--- src/rtl/i2c_slave_core.sv ---
`timescale 1ns/1ps
// I2C target with a 16-bit register pointer (REGH, REGL) and strobe-based register read/write port.
// Optional feature: define I2C_SLAVE_AUTOINC_EN to advance reg_addr after each write and each ACKed read.
module i2c_slave_core #(
    parameter logic [6:0] DEV_ADDR = 7'h3C
) (
    input  logic        clk,
    input  logic        rst_n,
    input  logic        scl_in,
    input  logic        sda_in,
    output logic        sda_oe,
    output logic [15:0] reg_addr,
    output logic        reg_wr,
    output logic [7:0]  reg_wdata,
    output logic        reg_rd,
    input  logic [7:0]  reg_rdata,
    output logic        busy
);

    localparam logic [3:0] S_IDLE     = 4'd0;
    localparam logic [3:0] S_DEV      = 4'd1;
    localparam logic [3:0] S_ACK_DEV  = 4'd2;
    localparam logic [3:0] S_REGH     = 4'd3;
    localparam logic [3:0] S_ACK_REGH = 4'd4;
    localparam logic [3:0] S_REGL     = 4'd5;
    localparam logic [3:0] S_ACK_REGL = 4'd6;
    localparam logic [3:0] S_WDATA    = 4'd7;
    localparam logic [3:0] S_ACK_W    = 4'd8;
    localparam logic [3:0] S_RDATA    = 4'd9;
    localparam logic [3:0] S_RACK     = 4'd10;

    logic        scl_s1_q, scl_s2_q, scl_prev_q;
    logic        sda_s1_q, sda_s2_q, sda_prev_q;
    logic [1:0]  arm_q, arm_d;
    logic [3:0]  state_q, state_d;
    logic [3:0]  cnt_q, cnt_d;
    logic [7:0]  rx_q, rx_d;
    logic [6:0]  tx_q, tx_d;
    logic        rw_q, rw_d;
    logic        ack_q, ack_d;
    logic        oe_q, oe_d;
    logic [15:0] addr_q, addr_d;
    logic        wr_q, wr_d;
    logic [7:0]  wdata_q, wdata_d;
    logic        rd_q, rd_d;
    logic        ld_q, ld_d;
    logic        busy_q, busy_d;

    logic armed, scl_rise, scl_fall, start_det, stop_det;

    // Edge detection stays blind until the synchronizer and history flops hold real pin levels.
    assign armed     = (arm_q == 2'd3);
    assign arm_d     = armed ? arm_q : arm_q + 2'd1;
    assign scl_rise  = armed &  scl_s2_q & ~scl_prev_q;
    assign scl_fall  = armed & ~scl_s2_q &  scl_prev_q;
    assign start_det = armed & scl_s2_q & scl_prev_q &  sda_prev_q & ~sda_s2_q;
    assign stop_det  = armed & scl_s2_q & scl_prev_q & ~sda_prev_q &  sda_s2_q;

    always_comb begin
        state_d = state_q;
        cnt_d   = cnt_q;
        rx_d    = rx_q;
        tx_d    = tx_q;
        rw_d    = rw_q;
        ack_d   = ack_q;
        oe_d    = oe_q;
        addr_d  = addr_q;
        wr_d    = 1'b0;
        wdata_d = wdata_q;
        rd_d    = 1'b0;
        ld_d    = rd_q;
        busy_d  = busy_q;

`ifdef I2C_SLAVE_AUTOINC_EN
        if (wr_q) begin
            addr_d = addr_q + 16'd1;
        end
`endif

        case (state_q)
            S_DEV, S_REGH, S_REGL, S_WDATA: begin
                if (scl_rise) begin
                    rx_d  = {rx_q[6:0], sda_s2_q};
                    cnt_d = cnt_q + 4'd1;
                end else if (scl_fall && cnt_q == 4'd8) begin
                    cnt_d = 4'd0;
                    if (state_q == S_DEV) begin
                        if (rx_q[7:1] == DEV_ADDR) begin
                            state_d = S_ACK_DEV;
                            oe_d    = 1'b1;
                            rw_d    = rx_q[0];
                            busy_d  = 1'b1;
                        end else begin
                            state_d = S_IDLE;
                            busy_d  = 1'b0;
                        end
                    end else if (state_q == S_REGH) begin
                        addr_d[15:8] = rx_q;
                        state_d      = S_ACK_REGH;
                        oe_d         = 1'b1;
                    end else if (state_q == S_REGL) begin
                        addr_d[7:0] = rx_q;
                        state_d     = S_ACK_REGL;
                        oe_d        = 1'b1;
                    end else begin
                        wr_d    = 1'b1;
                        wdata_d = rx_q;
                        state_d = S_ACK_W;
                        oe_d    = 1'b1;
                    end
                end
            end
            S_ACK_DEV, S_ACK_REGH, S_ACK_REGL, S_ACK_W: begin
                if (scl_fall) begin
                    oe_d  = 1'b0;
                    cnt_d = 4'd0;
                    case (state_q)
                        S_ACK_DEV: begin
                            if (rw_q) begin
                                state_d = S_RDATA;
                                rd_d    = 1'b1;
                            end else begin
                                state_d = S_REGH;
                            end
                        end
                        S_ACK_REGH: state_d = S_REGL;
                        default:    state_d = S_WDATA;
                    endcase
                end
            end
            S_RDATA: begin
                // Read data arrives one clk after reg_rd; the MSB goes out as soon as it is loaded.
                if (ld_q) begin
                    tx_d = reg_rdata[6:0];
                    oe_d = ~reg_rdata[7];
                end else if (scl_rise) begin
                    cnt_d = cnt_q + 4'd1;
                end else if (scl_fall) begin
                    if (cnt_q == 4'd8) begin
                        oe_d    = 1'b0;
                        cnt_d   = 4'd0;
                        state_d = S_RACK;
                    end else begin
                        oe_d = ~tx_q[6];
                        tx_d = {tx_q[5:0], 1'b1};
                    end
                end
            end
            S_RACK: begin
                if (scl_rise) begin
                    ack_d = ~sda_s2_q;
`ifdef I2C_SLAVE_AUTOINC_EN
                    if (!sda_s2_q) begin
                        addr_d = addr_q + 16'd1;
                    end
`endif
                end else if (scl_fall) begin
                    if (ack_q) begin
                        state_d = S_RDATA;
                        rd_d    = 1'b1;
                    end else begin
                        state_d = S_IDLE;
                    end
                end
            end
            S_IDLE: ;
            default: state_d = S_IDLE;
        endcase

        // Bus conditions override whatever byte was in flight.
        if (start_det) begin
            state_d = S_DEV;
            cnt_d   = 4'd0;
            oe_d    = 1'b0;
            wr_d    = 1'b0;
            rd_d    = 1'b0;
            ld_d    = 1'b0;
        end else if (stop_det) begin
            state_d = S_IDLE;
            cnt_d   = 4'd0;
            oe_d    = 1'b0;
            wr_d    = 1'b0;
            rd_d    = 1'b0;
            ld_d    = 1'b0;
            busy_d  = 1'b0;
        end
    end

    always_ff @(posedge clk) begin
        if (!rst_n) begin
            scl_s1_q   <= 1'b1;
            scl_s2_q   <= 1'b1;
            scl_prev_q <= 1'b1;
            sda_s1_q   <= 1'b1;
            sda_s2_q   <= 1'b1;
            sda_prev_q <= 1'b1;
            arm_q      <= 2'd0;
            state_q    <= S_IDLE;
            cnt_q      <= 4'd0;
            rx_q       <= 8'h00;
            tx_q       <= 7'h7F;
            rw_q       <= 1'b0;
            ack_q      <= 1'b0;
            oe_q       <= 1'b0;
            addr_q     <= 16'h0000;
            wr_q       <= 1'b0;
            wdata_q    <= 8'h00;
            rd_q       <= 1'b0;
            ld_q       <= 1'b0;
            busy_q     <= 1'b0;
        end else begin
            scl_s1_q   <= scl_in;
            scl_s2_q   <= scl_s1_q;
            scl_prev_q <= scl_s2_q;
            sda_s1_q   <= sda_in;
            sda_s2_q   <= sda_s1_q;
            sda_prev_q <= sda_s2_q;
            arm_q      <= arm_d;
            state_q    <= state_d;
            cnt_q      <= cnt_d;
            rx_q       <= rx_d;
            tx_q       <= tx_d;
            rw_q       <= rw_d;
            ack_q      <= ack_d;
            oe_q       <= oe_d;
            addr_q     <= addr_d;
            wr_q       <= wr_d;
            wdata_q    <= wdata_d;
            rd_q       <= rd_d;
            ld_q       <= ld_d;
            busy_q     <= busy_d;
        end
    end

    assign sda_oe    = oe_q;
    assign reg_addr  = addr_q;
    assign reg_wr    = wr_q;
    assign reg_wdata = wdata_q;
    assign reg_rd    = rd_q;
    assign busy      = busy_q;

endmodule

--- config.mk ---
export PLATFORM = sky130hd
export DESIGN_NAME = i2c_slave_core
export DESIGN_NICKNAME = d
export VERILOG_FILES = /design/src/rtl/i2c_slave_core.sv
export SDC_FILE = /design/constraint.sdc
export NUM_CORES = 1
export LEC_CHECK = 0
export CAP_MARGIN = 20
export CORE_MARGIN = 2
export CORE_UTILIZATION = 43
export DETAILED_ROUTE_END_ITERATION = 10
export PLACE_DENSITY = 0.65
export SYNTH_ARGS = -nofsm -noshare
export SYNTH_HDL_FRONTEND = slang
export SYNTH_SLANG_ARGS = --single-unit
--- constraint.sdc ---
create_clock -name clk -period 2.7 [get_ports clk]
set_clock_uncertainty 0.1 [all_clocks]
set_input_delay 0.675 -clock clk [delete_from_list [all_inputs] [get_ports clk]]
set_output_delay 0.675 -clock clk [all_outputs]
set_load 0.01 [all_outputs]
# After elaboration in Yosys (flattened, before gate mapping)
# Cells that the tools add are included.
# word_totals
ramBits,0
rom_bits,0
latch_bits,0
mem_count,0
wordCells,162
inputBits,12
reg_bits,62
# op_classes
n_reduce_logical,19
n_addsub,2
n_bitwise,23
muxes,56
n_eq_ne,40
magnitude_cmp,0
div_mod_pow,0
multipliers,0
shift,0
# ops
op,n
2-to-1 mux 4 bit,21
inequality test 4 bit (second input constant),9
2-to-1 mux 7 bit,4
2-to-1 mux 1 bit,25
inequality test 2 bit (second input constant),11
inequality test 3 bit (second input constant),7
case mux 4 bit (5 select lines),1
AND reduction 10 bit,2
AND reduction 6 bit,3
== test 4 x 3 -> 1 bit (second input constant),4
== test 4 bit (second input constant),4
inverter 1 bit,14
case mux 4 bit (3 select lines),1
AND reduction 5 bit,2
AND 1 bit,9
== test 4 x 2 -> 1 bit (second input constant),2
case mux 4 bit (2 select lines),1
OR reduction 4 bit,2
OR reduction 8 bit,1
== test 7 x 6 -> 1 bit (second input constant),1
AND reduction 7 bit,1
adder 4 x 1 -> 4 bit (second input constant),1
== test 4 x 1 -> 1 bit (second input constant),1
logical NOT 4 bit,1
11 further kinds,12

# Logic depth before layout (Yosys ltp)
# logic_depth
ltp_word,9
ltp_mapped,9
mapped_depth_nobuf,7

# Worst setup path after synthesis
# No wires, ideal clock.
# synth_timing
path_kind,reg-to-reg
start,register arm_q[0]
end,register addr_q[0] (netlist: reg_addr[0])
path_slack_ps,665
arrival_ps,1807
n_path_buf,2
stages_incl_launch_ff,9
required_time_ps,2472
path_cell_list,dfxtp_1 -> ha_1 -> clkbuf_2 -> nand3b_2 -> or3_1 -> buf_6 -> nor3_4 -> mux2i_1 -> nor2_1
# synth_via
elab_chain_len,5
# synth_rtl
item,line,source
"start, declared",34,"logic [1:0] arm_q, arm_d;"
"start signal, assigned",218,arm_q <= arm_d;
== test 2 bit *,52,assign armed = (arm_q == 2'd3);
"AND 1 bit, on equally long branches (2 in series)","55, 54",
logical AND 1 bit / inverter 1 bit (equally long branches),-,
AND reduction 6 bit (no line) *,-,
"end signal, assigned",226,addr_q <= addr_d;
"end, declared",42,"logic [15:0] addr_q, addr_d;"
# Mark *: on every way between the ends. The rest lies on a longest branch, timed or not.
# A chain may end at the register's enable or synchronous reset.

# Final worst setup path
# layout_timing
start,register arm_q[0]
end,register addr_q[7] (netlist: reg_addr[7])
# Same word-level chain as after synthesis.

==> flow_summary_export.csv <==
group,metric,value,unit
run_status,status,"finished clean",
hold_path,min_from,"sda_s1_q$_SDFF_PN1_",
sta,fin_setup_tns,0,ps
floorplan,ios,40,
sta,hold_slack,310.8,ps
floorplan,coreArea,6314,um2
drt,wirelength,6062,um
worst_setup_path,crit_path_start,"arm_q[0]$_SDFFE_PN0P_",
worst_setup_path,crit_path_end_kind,"flop",
pwr,pwr_density_cell,550.3,nW/um2
worst_setup_path,cp_data_required_time,2820,ps
yosys,async_flop_share,0,%
finish,fin_nets,362,
yosys,synth_area_per_cell,9.083,um2
global_route,grt_pass1_wl,10190,um
finish,final_util,54.93,%
yosys,ys.flop_type,"dfxtp_1",
pwr,power,1.909,mW
yosys,ys_seq_elements,62,
global_route,grt_max_degree,37,
floorplan,die_h,84.66,um
sta,maxSlewViolCount,0,
sta,tightest_slew,618.4,ps
finish,multi_input_area,1430,um2
yosys,synth_nets,323,
worst_setup_path,crit_type,"flop to flop",
clock_network,cts_max_level,3,
placed_design,place_congestion,0.8728,
sta,setup_viol,0,
sta,period_minus_slack,2285,ps
drt,viasPerCell,5.378,
clock_network,worstSkewPairLatency,340,ps
global_route,grt_pass1_vias,2084,
sta,rsz0062_at_grt,"no",
yosys,synth.cell_area,2798,um2
worst_setup_path,startpoint_type,"flop",
pwr,leakage,1.234,nW
floorplan,dieArea,7167,um2
clock_network,cts.sinks,62,
yosys,synth.area.top_cells,"dfxtp_1, mux2i_1, nor2_1",
clock_network,post_cts_resized,0,
sta,slew_headroom,58.72,%
floorplan,initial_core_util,44.31,%
worst_setup_path,crit_fanout,8,
yosys,yosysWarnings,0,
sta,hold_viol,0,
global_route,grt_overflow,0,
hold_path,hold_class,"flop to flop",
clock_network,clk_path_buf_depth,2,
clock_network,ctsHoldBuffers,0,
flow_run,cap_violations,0,
pwr,peakVddDrop,0.3181,mV
sta,fmax,437.6,MHz
sta,finalCritPeriodShare,84.63,%
drt,drt_pass1_iterations,4,
clock_network,numCtsBuffers,9,
finish,syn2layout_area_growth,23.97,%
drt,wl_per_cell,14.13,um
floorplan,die_w,84.66,um
worst_setup_path,arrival,2400,ps
yosys,synth_cell_types,51,
drt,vias,2307,
yosys,synth_seq_area_share,44.36,%
drt,ant_nets,0,
floorplan,num_rows,29,
yosys,synthCells,308,
finish,seqCellArea,1241,um2
finish,antenna_cells,0,
finish,nFillCells,606,
clock_network,post_cts.repair.setup_buffers,0,
global_route,grt_antenna_before_repair,0,
finish,drive_gt1_share,8.239,%
clock_network,cts_tree,"yes",
drt,drt_iter0_markers,200,
placed_design,io_buffers,39,
yosys,synth_top_area_share,44.36,%
clock_network,root_buffer,"clkbuf_8",
global_route,track_usage,17.95,%
clock_network,clk_pin_slew_worst_paths,70,ps
drt,drc_errors,0,
yosys,yosys.area.top_type,"dfxtp_1",
placed_design,hpwl,4178,um
yosys,synth_edf_count,0,
worst_setup_path,r2r_start,"arm_q[0]$_SDFFE_PN0P_",
## worst paths after layout
| kind | endpoint | slack, ps | cells past startpoint |
|---|---|---|---|
| hold / removal | sda_s2_q$_SDFF_PN1_ | 310 | 1 |
| hold reg to reg | sda_s2_q$_SDFF_PN1_ | 310 | 1 |
| setup / recovery | reg_addr[7]$_SDFFE_PN0P_ | 410 | 6 |
| setup reg to reg | reg_addr[7]$_SDFFE_PN0P_ | 410 | 6 |
## synth_stat cells, drive strengths merged, types with 2 or more instances
master / instances
nand2: 29
o21a: 2
nor3: 4
and3: 5
nand3: 7
ha: 3
o211ai: 8
nor2: 38
buf: 9
dfxtp: 62
a211oi: 4
inv: 7
a31oi: 3
nor3b: 2
or3: 3
clkbuf: 11
nor4bb: 2
and4: 2
nand3b: 6
o31ai: 4
xor2: 2
a21oi: 14
and3b: 2
nand2b: 9
o21ai: 17
mux2i: 37
nor2b: 2
## per-stage QoR
stage	setup slack, ps	cell area [um2]	std cells
finish	414.9	3468	429
global route	241.0	3468	429
CTS	401.4	3468	429
detailed placement	425.4	3252	413
global placement	502.5	3252	413
floorplan	665.4	2798	308
## critical path, cell delays in order (launching register included)
cell and delay [ps]:
dfxtp_1 350, ha_1 300, nand3b_2 160, or3_1 470, nor3_4 470, mux2i_1 260
nor2_1 50
## layer usage
layer,vias up,wire [um],GRT usage [%]
met4,0,107,7.359
met5,-,0,0
met2,55,2587,24.05
met3,9,283,5.605
li1,1168,-,-
met1,1075,3084,26.43
## report_power, final
part	internal [mW]	switching [mW]
sequential	0.925	0.00725
clock	0.547	0.358
combinational	0.0361	0.0360
## kinds of logic (layout without fill, tap and decap cells)
family                     count (synthesis)  after routing  share of synthesized area (%)
AOI/OAI and AO/OA                         63             63                          14.31
adders and majority gates                  3              3                          1.342
muxes                                     37             37                          13.24
and+or+nand+nor                          114            114                          21.60
buffers and inverters                     27             71                          4.517
DFF                                       62             62                          44.36
xor gates and xnor gates                   2              2                         0.6262
## layout make-up
type	instances	share of cell area [%]
clock buffer	13	4.293
clock inverter	3	1.948
inverter	7	0.7576
multi-input combinational	219	41.23
sequential	62	35.79
tap	77	2.778
timing repair buffer	48	13.20
## state kept, by name, summed over array words and instances, names as in the netlist, 2 cells and up
signal / count
arm_q: 2
cnt_q: 4
reg_addr: 16
reg_wdata: 8
rx_q: 8
state_q: 4
tx_q: 7
## cells in the final DEF (no fill, tap or decap), drive strengths merged, types with 3 or more instances in the layout
master and count:
a211oi 4, a21oi 14, a31oi 3, and3 5, buf 9, clkbuf 13
clkdlybuf4s50 39, dfxtp 62, ha 3, inv 7, mux2i 37, nand2 29
nand2b 9, nand3 7, nand3b 6, nor2 38, nor3 4, o211ai 8
o21ai 17, o31ai 4, or3 3
No activity file was read; power rests on OpenSTA's default activity.
